File: config.mk
export PLATFORM = sky130hd
export DESIGN_NAME = spi_device_core
export DESIGN_NICKNAME = d
export VERILOG_FILES = /design/src/rtl/spi_device_core.sv
export SDC_FILE = /design/constraint.sdc
export NUM_CORES = 1
export LEC_CHECK = 0
export ABC_AREA = 1
export ABC_CLOCK_PERIOD_IN_PS = 3500
export CAP_MARGIN = 20
export CORE_UTILIZATION = 40
export CTS_CLUSTER_SIZE = 14
export DETAILED_ROUTE_END_ITERATION = 7
export PLACE_DENSITY_LB_ADDON = 0.08
export SLEW_MARGIN = 5
export SYNTH_ARGS = -nofsm -noshare
export SYNTH_HDL_FRONTEND = slang
export SYNTH_SLANG_ARGS = --single-unit
File: constraint.sdc
create_clock -name clk_i -period 3.5 [get_ports clk_i]
set_clock_uncertainty 0.15 [all_clocks]
set_input_delay 0.35 -clock clk_i [delete_from_list [all_inputs] [get_ports clk_i]]
set_output_delay 0.35 -clock clk_i [all_outputs]
set_load 0.05 [all_outputs]
File: src/rtl/spi_device_core.sv
// SPI device-side core: oversampled SCLK/CS/MOSI, programmable character length,
// RX/TX data, control and status behind a simple register port.
module spi_device_core #(
  parameter int MAX_CHAR    = 32,
  parameter int SYNC_STAGES = 2
) (
  input  logic        clk_i,
  input  logic        rst_ni,
  input  logic [7:0]  addr_i,
  input  logic [31:0] wdata_i,
  output logic [31:0] rdata_o,
  input  logic [3:0]  be_i,
  input  logic        we_i,
  input  logic        re_i,
  output logic        error_o,
  output logic        intr_rx_o,
  output logic        intr_tx_o,
  input  logic        sclk_i,
  input  logic        cs_ni,
  input  logic        sd_i,
  output logic        sd_o,
  output logic        sd_oe_o
);
  localparam int IW = $clog2(MAX_CHAR);
  localparam logic [6:0] MAX_LEN = 7'(MAX_CHAR);

  typedef enum logic [1:0] {ST_IDLE = 2'd0, ST_LOAD = 2'd1, ST_SHIFT = 2'd2} state_e;

  logic [SYNC_STAGES-1:0] sclk_sync_reg, cs_sync_reg, sd_sync_reg;
  logic                   sclk_d_reg, cs_d_reg;
  logic                   sclk_s, cs_s, sd_s, sclk_rise, sclk_fall, cs_fall;
  logic                   sample_edge, drive_edge, abort;
  state_e                 state_reg, state_next;
  logic                   load_go, shift_go, char_done;
  logic [5:0]             char_len_reg;
  logic                   rx_negedge_reg, tx_negedge_reg, lsb_reg, ie_reg, en_reg;
  logic [MAX_CHAR-1:0]    rx_data_reg, tx_data_reg, rx_shift_reg, tx_shift_reg;
  logic [MAX_CHAR-1:0]    rx_next, rx_char, tx_first, tx_adv;
  logic                   rx_full_reg, tx_valid_reg, overrun_reg;
  logic [6:0]             cnt_reg, len_eff;
  logic [IW-1:0]          top_idx;
  logic                   first_bit, adv_bit, busy;
  logic                   wr_en, read_rx, rx_full_eff;
  logic [2:0]             reg_idx;
  logic [31:0]            rdata_next;
  logic                   unused_bits;

  assign error_o     = 1'b0;
  assign unused_bits = ^{addr_i[7:5], addr_i[1:0], be_i[3:2]};

  always_ff @(posedge clk_i) begin
    if (!rst_ni) begin
      sclk_sync_reg <= '1;
      cs_sync_reg   <= '1;
      sd_sync_reg   <= '0;
      sclk_d_reg    <= 1'b1;
      cs_d_reg      <= 1'b1;
    end else begin
      for (int i = SYNC_STAGES - 1; i > 0; i--) begin
        sclk_sync_reg[i] <= sclk_sync_reg[i-1];
        cs_sync_reg[i]   <= cs_sync_reg[i-1];
        sd_sync_reg[i]   <= sd_sync_reg[i-1];
      end
      sclk_sync_reg[0] <= sclk_i;
      cs_sync_reg[0]   <= cs_ni;
      sd_sync_reg[0]   <= sd_i;
      sclk_d_reg       <= sclk_s;
      cs_d_reg         <= cs_s;
    end
  end

  assign sclk_s      = sclk_sync_reg[SYNC_STAGES-1];
  assign cs_s        = cs_sync_reg[SYNC_STAGES-1];
  assign sd_s        = sd_sync_reg[SYNC_STAGES-1];
  assign sclk_rise   = sclk_s & ~sclk_d_reg;
  assign sclk_fall   = ~sclk_s & sclk_d_reg;
  assign cs_fall     = ~cs_s & cs_d_reg;
  assign sample_edge = rx_negedge_reg ? sclk_fall : sclk_rise;
  assign drive_edge  = tx_negedge_reg ? sclk_fall : sclk_rise;
  assign abort       = cs_s | ~en_reg;
  assign busy        = (state_reg != ST_IDLE);

  always_comb begin
    if (char_len_reg == 6'd0 || {1'b0, char_len_reg} > MAX_LEN) len_eff = MAX_LEN;
    else                                                         len_eff = {1'b0, char_len_reg};
  end
  assign top_idx = IW'(len_eff - 7'd1);

  // LSB-first characters arrive at the top of the shifter and are right-justified on completion
  assign rx_next   = lsb_reg ? {sd_s, rx_shift_reg[MAX_CHAR-1:1]} : {rx_shift_reg[MAX_CHAR-2:0], sd_s};
  assign rx_char   = lsb_reg ? (rx_next >> (MAX_LEN - len_eff)) : rx_next;
  assign tx_first  = tx_valid_reg ? tx_data_reg : '0;
  assign first_bit = lsb_reg ? tx_first[0] : tx_first[top_idx];
  assign tx_adv    = lsb_reg ? (tx_shift_reg >> 1) : (tx_shift_reg << 1);
  assign adv_bit   = lsb_reg ? tx_adv[0] : tx_adv[top_idx];

  always_ff @(posedge clk_i) begin
    if (!rst_ni) state_reg <= ST_IDLE;
    else         state_reg <= state_next;
  end

  always_comb begin
    state_next = state_reg;
    load_go    = 1'b0;
    shift_go   = 1'b0;
    char_done  = 1'b0;
    case (state_reg)
      ST_IDLE:  if (en_reg && cs_fall) state_next = ST_LOAD;
      ST_LOAD: begin
        load_go    = 1'b1;
        state_next = ST_SHIFT;
      end
      ST_SHIFT: begin
        shift_go = 1'b1;
        if (sample_edge && (cnt_reg + 7'd1 == len_eff)) begin
          char_done  = 1'b1;
          state_next = ST_LOAD;
        end
      end
      default:  state_next = ST_IDLE;
    endcase
    if (abort) begin
      state_next = ST_IDLE;
      load_go    = 1'b0;
      shift_go   = 1'b0;
      char_done  = 1'b0;
    end
  end

  assign wr_en       = we_i & ~re_i;
  assign reg_idx     = addr_i[4:2];
  assign read_rx     = re_i && (reg_idx == 3'd0);
  assign rx_full_eff = rx_full_reg & ~read_rx;

  always_comb begin
    rdata_next = 32'd0;
    case (reg_idx)
      3'd0:    rdata_next = 32'(rx_data_reg);
      3'd2:    rdata_next = {19'd0, en_reg, ie_reg, lsb_reg, tx_negedge_reg, rx_negedge_reg,
                             2'd0, char_len_reg};
      3'd3:    rdata_next = {28'd0, busy, overrun_reg, tx_valid_reg, rx_full_reg};
      default: rdata_next = 32'd0;
    endcase
  end

  always_ff @(posedge clk_i) begin
    if (!rst_ni) begin
      rdata_o <= '0;  intr_rx_o <= 1'b0;  intr_tx_o <= 1'b0;
      sd_o <= 1'b0;  sd_oe_o <= 1'b0;
      char_len_reg <= '0;  rx_negedge_reg <= 1'b0;  tx_negedge_reg <= 1'b0;
      lsb_reg <= 1'b0;  ie_reg <= 1'b0;  en_reg <= 1'b0;
      rx_data_reg <= '0;  tx_data_reg <= '0;  rx_shift_reg <= '0;  tx_shift_reg <= '0;
      rx_full_reg <= 1'b0;  tx_valid_reg <= 1'b0;  overrun_reg <= 1'b0;
      cnt_reg <= '0;
    end else begin
      intr_rx_o <= 1'b0;
      intr_tx_o <= 1'b0;
      sd_oe_o   <= busy;
      rdata_o   <= rdata_next;
      if (read_rx) rx_full_reg <= 1'b0;
      if (wr_en && reg_idx == 3'd3 && be_i[0] && wdata_i[2]) overrun_reg <= 1'b0;
      if (load_go) begin
        tx_shift_reg <= tx_first;
        sd_o         <= first_bit;
        cnt_reg      <= '0;
        rx_shift_reg <= '0;
        if (tx_valid_reg) begin
          tx_valid_reg <= 1'b0;
          intr_tx_o    <= ie_reg;
        end
      end
      if (shift_go) begin
        if (sample_edge) begin
          rx_shift_reg <= rx_next;
          cnt_reg      <= cnt_reg + 7'd1;
        end
        // A drive edge before the first sample would skip the preloaded bit
        if (drive_edge && cnt_reg != 7'd0) begin
          tx_shift_reg <= tx_adv;
          sd_o         <= adv_bit;
        end
        if (char_done) begin
          if (!rx_full_eff) begin
            rx_data_reg <= rx_char;
            rx_full_reg <= 1'b1;
            intr_rx_o   <= ie_reg;
          end else begin
            overrun_reg <= 1'b1;
          end
        end
      end
      if (wr_en && reg_idx == 3'd1) begin
        tx_data_reg  <= wdata_i[MAX_CHAR-1:0];
        tx_valid_reg <= 1'b1;
      end
      if (wr_en && reg_idx == 3'd2 && !busy) begin
        if (be_i[0]) char_len_reg <= wdata_i[5:0];
        if (be_i[1]) begin
          rx_negedge_reg <= wdata_i[8];
          tx_negedge_reg <= wdata_i[9];
          lsb_reg        <= wdata_i[10];
          ie_reg         <= wdata_i[11];
          en_reg         <= wdata_i[12];
        end
      end
    end
  end
endmodule

=== Word level (Yosys, flattened, before mapping) ===
Index checks and enable logic that the tools add are counted.

* $add $sub $neg: 3
* $lt $le $gt $ge: 2
* Equal/unequal tests: 8
* Shift-type cells: 1
* Mux-type cells: 46
* Bitwise operators: 16
* Reduce and logical (&&, ||, !) cells: 25

{| class="wikitable"
|+ Operators with widths
! kind !! count
|-
| 2-to-1 mux 32 bit || 10
|-
| one-hot mux 32 bit (3 select lines) || 1
|-
| right shift 32 x 7 -> 32 bit || 1
|-
| 2-to-1 mux 1 bit || 26
|-
| 2-to-1 mux 7 bit || 3
|-
| binary-select mux 1 bit (select 5 bit) || 2
|-
| logical AND 1 bit || 10
|-
| inverter 1 bit || 10
|-
| adder 7 x 1 -> 7 bit, second input constant || 1
|-
| == test 7 x 6 -> 1 bit || 1
|-
| nonzero test 7 bit || 1
|-
| subtractor 6 x 6 -> 7 bit, first input constant || 1
|-
| == test 3 x 2 -> 1 bit, second input constant || 2
|-
| > comparator 6 bit, second input constant || 1
|-
| zero test 6 bit || 1
|-
| < comparator 5 x 6 -> 1 bit, second input constant || 1
|-
| 2-to-1 mux 6 bit || 1
|-
| one-hot mux 2 bit (3 select lines) || 1
|-
| AND reduction 2 bit || 3
|-
| AND reduction 3 bit || 2
|-
| bitwise AND 1 bit || 5
|-
| subtractor 5 x 1 -> 5 bit, second input constant || 1
|-
| 2-to-1 mux 2 bit || 2
|-
| inequality test 2 bit, second input constant || 2
|-
| other kinds (11) || 12
|}

* Register bits: 195
* Output and inout bits: 37
* Word-level logic and storage cells: 126

=== Depth between registers and ports, before layout ===
Gate-level depths: netlist (run 1).

* Depth in word-level cells: 10
* Mapped depth: 17

=== Least setup slack after synthesis (run 1) ===
No wires, ideal clock.

* Path type: reg-to-reg
* From: reg char_len_reg[5]
* To: reg rx_data_reg[15]
* Library setup time: 0.070 ns
* Arrival time: 2.484 ns
* Slack: 0.796 ns
* Cell stages (with the launch flop): 15
* Period minus slack after synthesis: 2.704 ns
* Cell sequence: dfxtp_1 > inv_2 > nand2_1 > buf_2 > buf_2 > ha_1 > inv_1 > clkbuf_1 > buf_1 > nand4_1 > nor2_1 > nand2_1 > a21oi_1 > nand2_1 > a21oi_1

* Word-level cells in the longest chain between the ends: 9

{| class="wikitable"
|+ RTL lines
! element !! RTL line !! source
|-
| start: declaration || 35 || <nowiki>logic [5:0] char_len_reg;</nowiki>
|-
| start signal: assignment || 197 || <nowiki>if (be_i[0]) char_len_reg <= wdata_i[5:0];</nowiki>
|-
| > comparator 6 bit / zero test 6 bit (equally long branches) || 84 || <nowiki>if (char_len_reg == 6'd0 || {1'b0, char_len_reg} > MAX_LEN) len_eff = MAX_LEN;</nowiki>
|-
| logical OR 1 bit || 84 ||
|-
| 2-to-1 mux 6 bit * || 84 ||
|-
| branches (longest 6 deep; another with subtractor 6 x 6 -> 7 bit) || - ||
|-
| end signal: assignment || 184 || <nowiki>rx_data_reg <= rx_char;</nowiki>
|-
| end: declaration || 37 || <nowiki>logic [MAX_CHAR-1:0] rx_data_reg, tx_data_reg, rx_shift_reg, tx_shift_reg;</nowiki>
|}

Mark *: on every way between the ends.
A chain may end at the register's enable or synchronous reset.

=== Worst setup path in the final report (run 1) ===
* From: reg char_len_reg[2]
* To: reg rx_data_reg[19]

The elaborated chain is that of the path after synthesis.

==> results of run 1 <==
how the worst min path moves through the flow:
stage                     endpoint  depth (start not counted)           start
floorplan           sd_sync_reg[1]                          2  sd_sync_reg[0]
detailed placement  cs_sync_reg[1]                          1  cs_sync_reg[0]
global placement    cs_sync_reg[1]                          1  cs_sync_reg[0]
global route        cs_sync_reg[1]                          1  cs_sync_reg[0]
finish              cs_sync_reg[1]                          1  cs_sync_reg[0]
CTS                 cs_sync_reg[1]                          1  cs_sync_reg[0]
stage by stage:
step / total power [mW] / utilization (%) / setup WS, ns
final: 4.43 / 46.4 / 0.539
after global routing: 4.60 / 46.4 / 0.227
after CTS: 4.48 / 46.3 / 0.548
after detailed placement: 2.58 / 44.3 / 0.574
after global placement: 2.57 / 44.3 / 0.575
after floorplan: 2.46 / - / 0.796
power groups by stage:
stage	clock [mW]	combinational, mW	sequential (mW)
global route	2.04	0.316	2.24
CTS	1.95	0.285	2.24
detailed placement	0	0.285	2.29
floorplan	0	0.173	2.29
global placement	0	0.284	2.29
finish	1.91	0.285	2.24
layout by cell type, fill, tap and decap left out, types with 5 or more instances in the layout:
cell type        netlist  final
a211oi_1               8      8
nand4_1               12     12
a211oi_2               9      9
or2_2                  6      6
clkdlybuf4s50_1        0     78
o21ai_0              119    119
nand3_1              284    284
inv_1                 92     89
buf_4                  5     30
o21a_1                 5      5
nor2_1               124    123
a21boi_0              10     10
clkbuf_16              0     17
a21oi_1              140    140
nor3_1                22     22
dfxtp_1              195    194
nand2_1              516    515
inv_2                 13     15
o211ai_1              19     19
kinds of logic after synthesis:
logic type               count (synthesis)  share of synthesized area, %
buffers and inverters                  237                          8.69
XOR/XNOR                                 8                         0.840
AND/OR/NAND/NOR                        982                          38.2
flip-flops                             195                          35.4
other                                    1                        0.0340
adder cells (fa/ha/maj)                  4                         0.454
AO/OA/AOI/OAI                          322                          16.4
per-layer routing:
layer	share of wire [%]	global-route usage [%]	up-vias	wire length, µm
met5	0	0	-	0
met2	47	42.7	287	16300
met1	45	31.9	5284	15700
met3	4.0	3.76	56	1380
met4	3.3	10.2	0	1120
li1	-	-	5783	-
layout make-up:
type	instances	area [µm²]	area share (%)
clock inverter	14	125	0.997
tap	341	427	3.40
sequential	195	3910	31.1
multi-input combinational	1317	6180	49.2
timing repair buffer	112	1090	8.71
inverter	106	398	3.17
clock buffer	17	425	3.39
worst reg2reg max path, delay by kind of cell, from the launching register on:
kind / cells / cell delay (ns)
buf+inv: 3 / 0.33
fa+ha+maj: 1 / 0.28
flops: 1 / 0.35
compound gates: 3 / 0.66
simple gates: 9 / 1.11
==> metrics.log, run 1 <==
[metrics] leading cell types by total area after synthesis: dfxtp_1, nand2_1, nand3_1
[metrics] worst-path cell with the longest stage delay: dfxtp_1
[metrics] total die area: 28200 µm²
[metrics] termination of the worst setup path: rx_data_reg[19]
[metrics] clock edge transition at the registers on the reported setup and hold paths: 0.07 ns
[metrics] source of the worst register-to-register timing path: char_len_reg[2]
[metrics] y dimension of the die: 168 µm
[metrics] clock tree from TritonCTS: done
[metrics] number of register bits inferred by synthesis: 195
[metrics] endpoint arrival time on the critical path: 3.20 ns
[metrics] Hold Vio Cnt, Final: 0
[metrics] critical path endpoint category: register
[metrics] die width: 168 µm
[metrics] remaining global-route overflow: 0
[metrics] Crit Path Class: reg2reg
[metrics] maximum fanout count along the critical path: 62
[metrics] number of buffers and inverters on the critical path: 3
[metrics] dpl cell area: 12000 µm²
[metrics] initial core utilization: 40.8%
[metrics] clock tree buffer depth: 2
[metrics] routed wirelength normalized by instance count: 16.4 µm
[metrics] total track usage: 25.2%
[metrics] vias post-DR: 11400
[metrics] Routed Wire Length: 34500 µm
[metrics] Clock Power Share: 43.1%
[metrics] antenna cells: 0
[metrics] root buffer selected by CTS: clkbuf_16
[metrics] 1st-pass router iterations: 6
[metrics] leading cell type by number of instances after synthesis: nand2_1
[metrics] share of total power in combinational logic: 6.4%
[metrics] internal power component: 3.26 mW
[metrics] slew margin rel.: 45.4%
[metrics] sequential cell area fraction in the yosys report: 35.4%
[metrics] worst setup path startpoint: char_len_reg[2]
[metrics] sum of negative setup slack: 0 ns
[metrics] Starting DRT DRC Count: 823
[metrics] largest net degree at the start of global routing: 70
[metrics] number of H-tree levels: 4
[metrics] hpwl dp: 23600 µm
[metrics] number of nets produced by synthesis: 1804
[metrics] mean instance size in the synthesized netlist: 6.30 µm²
[metrics] internal reg-to-reg setup slack: 0.54 ns
[metrics] latest clock arrival within the worst-skew pair: 0.45 ns
[metrics] I/O pin cnt: 88
[metrics] post-synthesis cell type with the largest combined area: dfxtp_1
[metrics] Max IR drop VDD: 0.333 mV
[metrics] sort of element at the start of the critical path: register
[metrics] async set-or-reset flop fraction in the synthesized netlist: 0%
[metrics] # clock sinks: 195
[metrics] number of buffers inserted by hold repair at cts: 0
[metrics] setup repair after global routing missed its margin: false
[metrics] final setup violation count: 0
[metrics] Post-Layout Cell Count: 2102
[metrics] Gate Count Post-Synth: 1749
[metrics] Worst Hold Class: reg2reg
[metrics] destination of the worst register-to-register timing path: rx_data_reg[19]
[metrics] most instantiated cells after synthesis: nand2_1, nand3_1, dfxtp_1, a21oi_1, nor2_1
[metrics] number of cells in the design after placement: 2070
[metrics] cell family with most CP delay: simple AND/OR/NAND/NOR gates
[metrics] Pins Over Slew Limit: 0
[metrics] Crit. path cell count: 16
[metrics] Final nets: 1804
[metrics] number of DRC violations after detailed routing: 0
[metrics] data required time at the worst endpoint: 3.74 ns
[metrics] post-cts repair resize count: 0
[metrics] number of global-route vias before repair: 10800
[metrics] leakage power total: 5.07 nW
[metrics] Sw Pwr: 1.17 mW
[metrics] FMAX: 338 MHz
[metrics] smallest hold slack: 0.264 ns
[metrics] Post-CTS Setup Inserts: 0
[metrics] share of total power in sequential cells: 50.5%
[metrics] synthesized cell area: 11000 µm²
[metrics] Port Buffer Count: 79
[metrics] library cells used by synthesis: 46
[metrics] routability congestion estimate: 0.875
[metrics] number of buffers created by CTS: 17
[metrics] R2R depth: 16
[metrics] number of vias per cell after detailed routing: 5.43
[metrics] Top FF cell, synth: dfxtp_1
[metrics] Core Rows: 60
[metrics] number of flops mapped to enable cells by yosys: 0
[metrics] outcome: finished clean
[metrics] initial antenna violation count: 0
[metrics] Worst Max-Slew Pin Slew: 0.819 ns
[metrics] max-cap violations: 0
[metrics] min Tclk post-route: 2.96 ns
[metrics] Power per Cell Area: 353 nW/µm²
[metrics] Post-Layout Inst Area: 12600 µm²
[metrics] fraction of layout instances using a drive strength above 1: 6.47%
[metrics] area overhead of the layout relative to synthesis: 13.8%
[metrics] Max stage delay on crit path: 0.35 ns
[metrics] Yosys warning count: 0
[metrics] count of antenna-violating nets left after detailed routing: 0
[metrics] cells along the critical path: nor2_1 -> nand3_2 -> nand2_2 -> inv_2 -> o21ai_2 -> ha_1 -> inv_1 -> nand2_1 -> buf_12 -> nand3_1 -> nand3_1 -> nand3_1 -> nand2_1 -> nand2_1 -> a21oi_1 -> o21a_1
[metrics] share of the synthesized area in the top cell type: 35.4%
[metrics] part of the cycle the worst path needs: 84.6%
[metrics] Sw Ratio: 26.4%
[metrics] wire length of the first global-routing pass: 56600 µm
[metrics] Core Area: 27000 µm²
[metrics] number of fillers in the final layout: 2936
Power figures use the tool's default switching activity.
==> run 2, diff against run 1 <==
ABC_CLOCK_PERIOD_IN_PS = 2700   (was 3500)
clock period = 2.7 ns   (was 3.5 ns; I/O delays follow)
==> run 2 against run 1 <==
Net effect: sequential share of layout area decreased by 1.7 points; flip-flop and latch count unchanged; largest power group unchanged; final area grew 5.9%; via count is 2.1% higher; setup slack worse by 0.43 ns; clock power rose by 36%; critical endpoint is now rx_data_reg[3]; die area unchanged.
==> metrics.log, run 2 (synthesis gave the netlist of run 1 again) <==
[metrics] Final nets: 1843
[metrics] number of H-tree levels: 4
[metrics] clock edge transition at the registers on the reported setup and hold paths: 0.07 ns
[metrics] Port Buffer Count: 79
[metrics] Routed Wire Length: 35600 µm
[metrics] min Tclk post-route: 2.60 ns
[metrics] Post-Layout Cell Count: 2141
[metrics] Max stage delay on crit path: 0.32 ns
[metrics] setup slack after layout: 0.105 ns
[metrics] total die area: 28200 µm²
[metrics] count of antenna-violating nets left after detailed routing: 0
[metrics] y dimension of the die: 168 µm
[metrics] antenna cells: 0
[metrics] clock tree buffer depth: 2
[metrics] FMAX: 385 MHz
[metrics] Worst Hold Class: in2reg
[metrics] worst-path cell with the longest stage delay: dfxtp_1
[metrics] outcome: finished clean
[metrics] critical path endpoint category: register
[metrics] fraction of layout instances using a drive strength above 1: 11.1%
[metrics] Worst Max-Slew Pin Slew: 0.609 ns
[metrics] number of global-route vias before repair: 10900
[metrics] number of buffers and inverters on the critical path: 3
[metrics] most used cells in the layout excluding fill and tap cells: nand2_1, nand3_1, dfxtp_1, a21oi_1
[metrics] Power per Cell Area: 444 nW/µm²
[metrics] Starting DRT DRC Count: 938
[metrics] vias post-DR: 11600
[metrics] root buffer selected by CTS: clkbuf_16
[metrics] die width: 168 µm
[metrics] leakage power total: 5.44 nW
[metrics] hpwl dp: 24100 µm
[metrics] number of fillers in the final layout: 2814
[metrics] Core Rows: 60
[metrics] # clock sinks: 195
[metrics] total track usage: 25.5%
[metrics] endpoint arrival time on the critical path: 2.82 ns
[metrics] routed wirelength normalized by instance count: 16.6 µm
[metrics] max-cap violations: 0
[metrics] latest clock arrival within the worst-skew pair: 0.45 ns
[metrics] commonest non-fill, non-tap cell in the layout: nand2_1
[metrics] number of buffers created by CTS: 17
[metrics] wire length of the first global-routing pass: 57500 µm
[metrics] initial antenna violation count: 0
[metrics] sum of negative setup slack: 0 ns
[metrics] sort of element at the start of the critical path: register
[metrics] worst slack, placed: -0.00568 ns
[metrics] Pins Over Slew Limit: 0
[metrics] slew margin rel.: 59.1%
[metrics] data required time at the worst endpoint: 2.93 ns
[metrics] clock tree from TritonCTS: done
[metrics] 1st-pass router iterations: 5
[metrics] cells along the critical path: nor2_2 -> nand3_2 -> nand2_2 -> inv_2 -> o21ai_2 -> ha_2 -> inv_2 -> nand2_8 -> buf_12 -> nand3_1 -> nand3_2 -> nand3_1 -> nand2_1 -> nand2_1 -> nand3_2 -> nand3_1 -> a21oi_1
[metrics] maximum fanout count along the critical path: 9
[metrics] number of vias per cell after detailed routing: 5.44
[metrics] final setup violation count: 0
[metrics] setup repair after global routing missed its margin: true
[metrics] Core Area: 27000 µm²
[metrics] part of the cycle the worst path needs: 96.1%
[metrics] routability congestion estimate: 0.879
[metrics] number of cells in the design after placement: 2101
[metrics] remaining global-route overflow: 0
[metrics] I/O pin cnt: 88
[metrics] area overhead of the layout relative to synthesis: 20.5%
[metrics] Hold Vio Cnt, Final: 0
[metrics] initial core utilization: 40.8%
[metrics] number of buffers inserted by hold repair at cts: 0
[metrics] Crit Path Class: reg2reg
[metrics] largest net degree at the start of global routing: 130
[metrics] number of DRC violations after detailed routing: 0
[metrics] cell family with most CP delay: simple AND/OR/NAND/NOR gates
[metrics] Max IR drop VDD: 0.394 mV
run 2: metal layers:
layer,up-vias,global-route usage [%],wire length (µm)
met1,5424,32.2,15900
li1,5866,-,-
met5,-,0,0
met3,64,3.41,1380
met2,293,43.8,17100
met4,0,10.3,1230
run 2: final cells by class:
type,instances,area (µm²),share of cell area (%)
sequential,195,3910,29.4
clock inverter,11,119,0.894
clock buffer,20,467,3.51
multi-input combinational,1317,6370,48.0
inverter,106,403,3.03
timing repair buffer,151,1600,12.0
tap,341,427,3.21
run 2: timing repair:
action,4_1_cts,5_1_grt
gates resized for setup,1,55
buffers inserted,0,1
setup endpoints to repair,2,31
pin swaps,0,12
cloned,0,7
run 2: final timing paths:
check	depth (start not counted)	startpoint	slack [ns]	to
max	17	char_len_reg[0]	0.10	rx_data_reg[3]
min	4	rst_ni	0.20	sd_sync_reg[1]
max reg2reg	17	char_len_reg[0]	0.10	rx_data_reg[3]
min reg2reg	1	cs_sync_reg[0]	0.26	cs_sync_reg[1]
run 2: report_power, final:
group | internal, mW | total, mW | switching (mW)
registers | 2.89 | 2.90 | 0.00829
logic | 0.157 | 0.405 | 0.248
clock network | 1.36 | 2.60 | 1.23
run 2: worst min-delay path, delay by kind of cell:
kind                   cells  cell delay, ns
buffers and inverters      3            0.38
and+or+nand+nor            1            0.11
run 2: stage by stage:
step	cell area (µm²)	hold WS [ns]	utilization (%)	total power, mW
floorplan	11000	0.218	-	3.19
global placement	12300	0.244	45.5	3.35
detailed placement	12300	0.249	45.5	3.35
CTS	12900	0.192	47.7	5.93
global route	13300	0.235	49.2	6.09
finish	13300	0.202	49.2	5.90
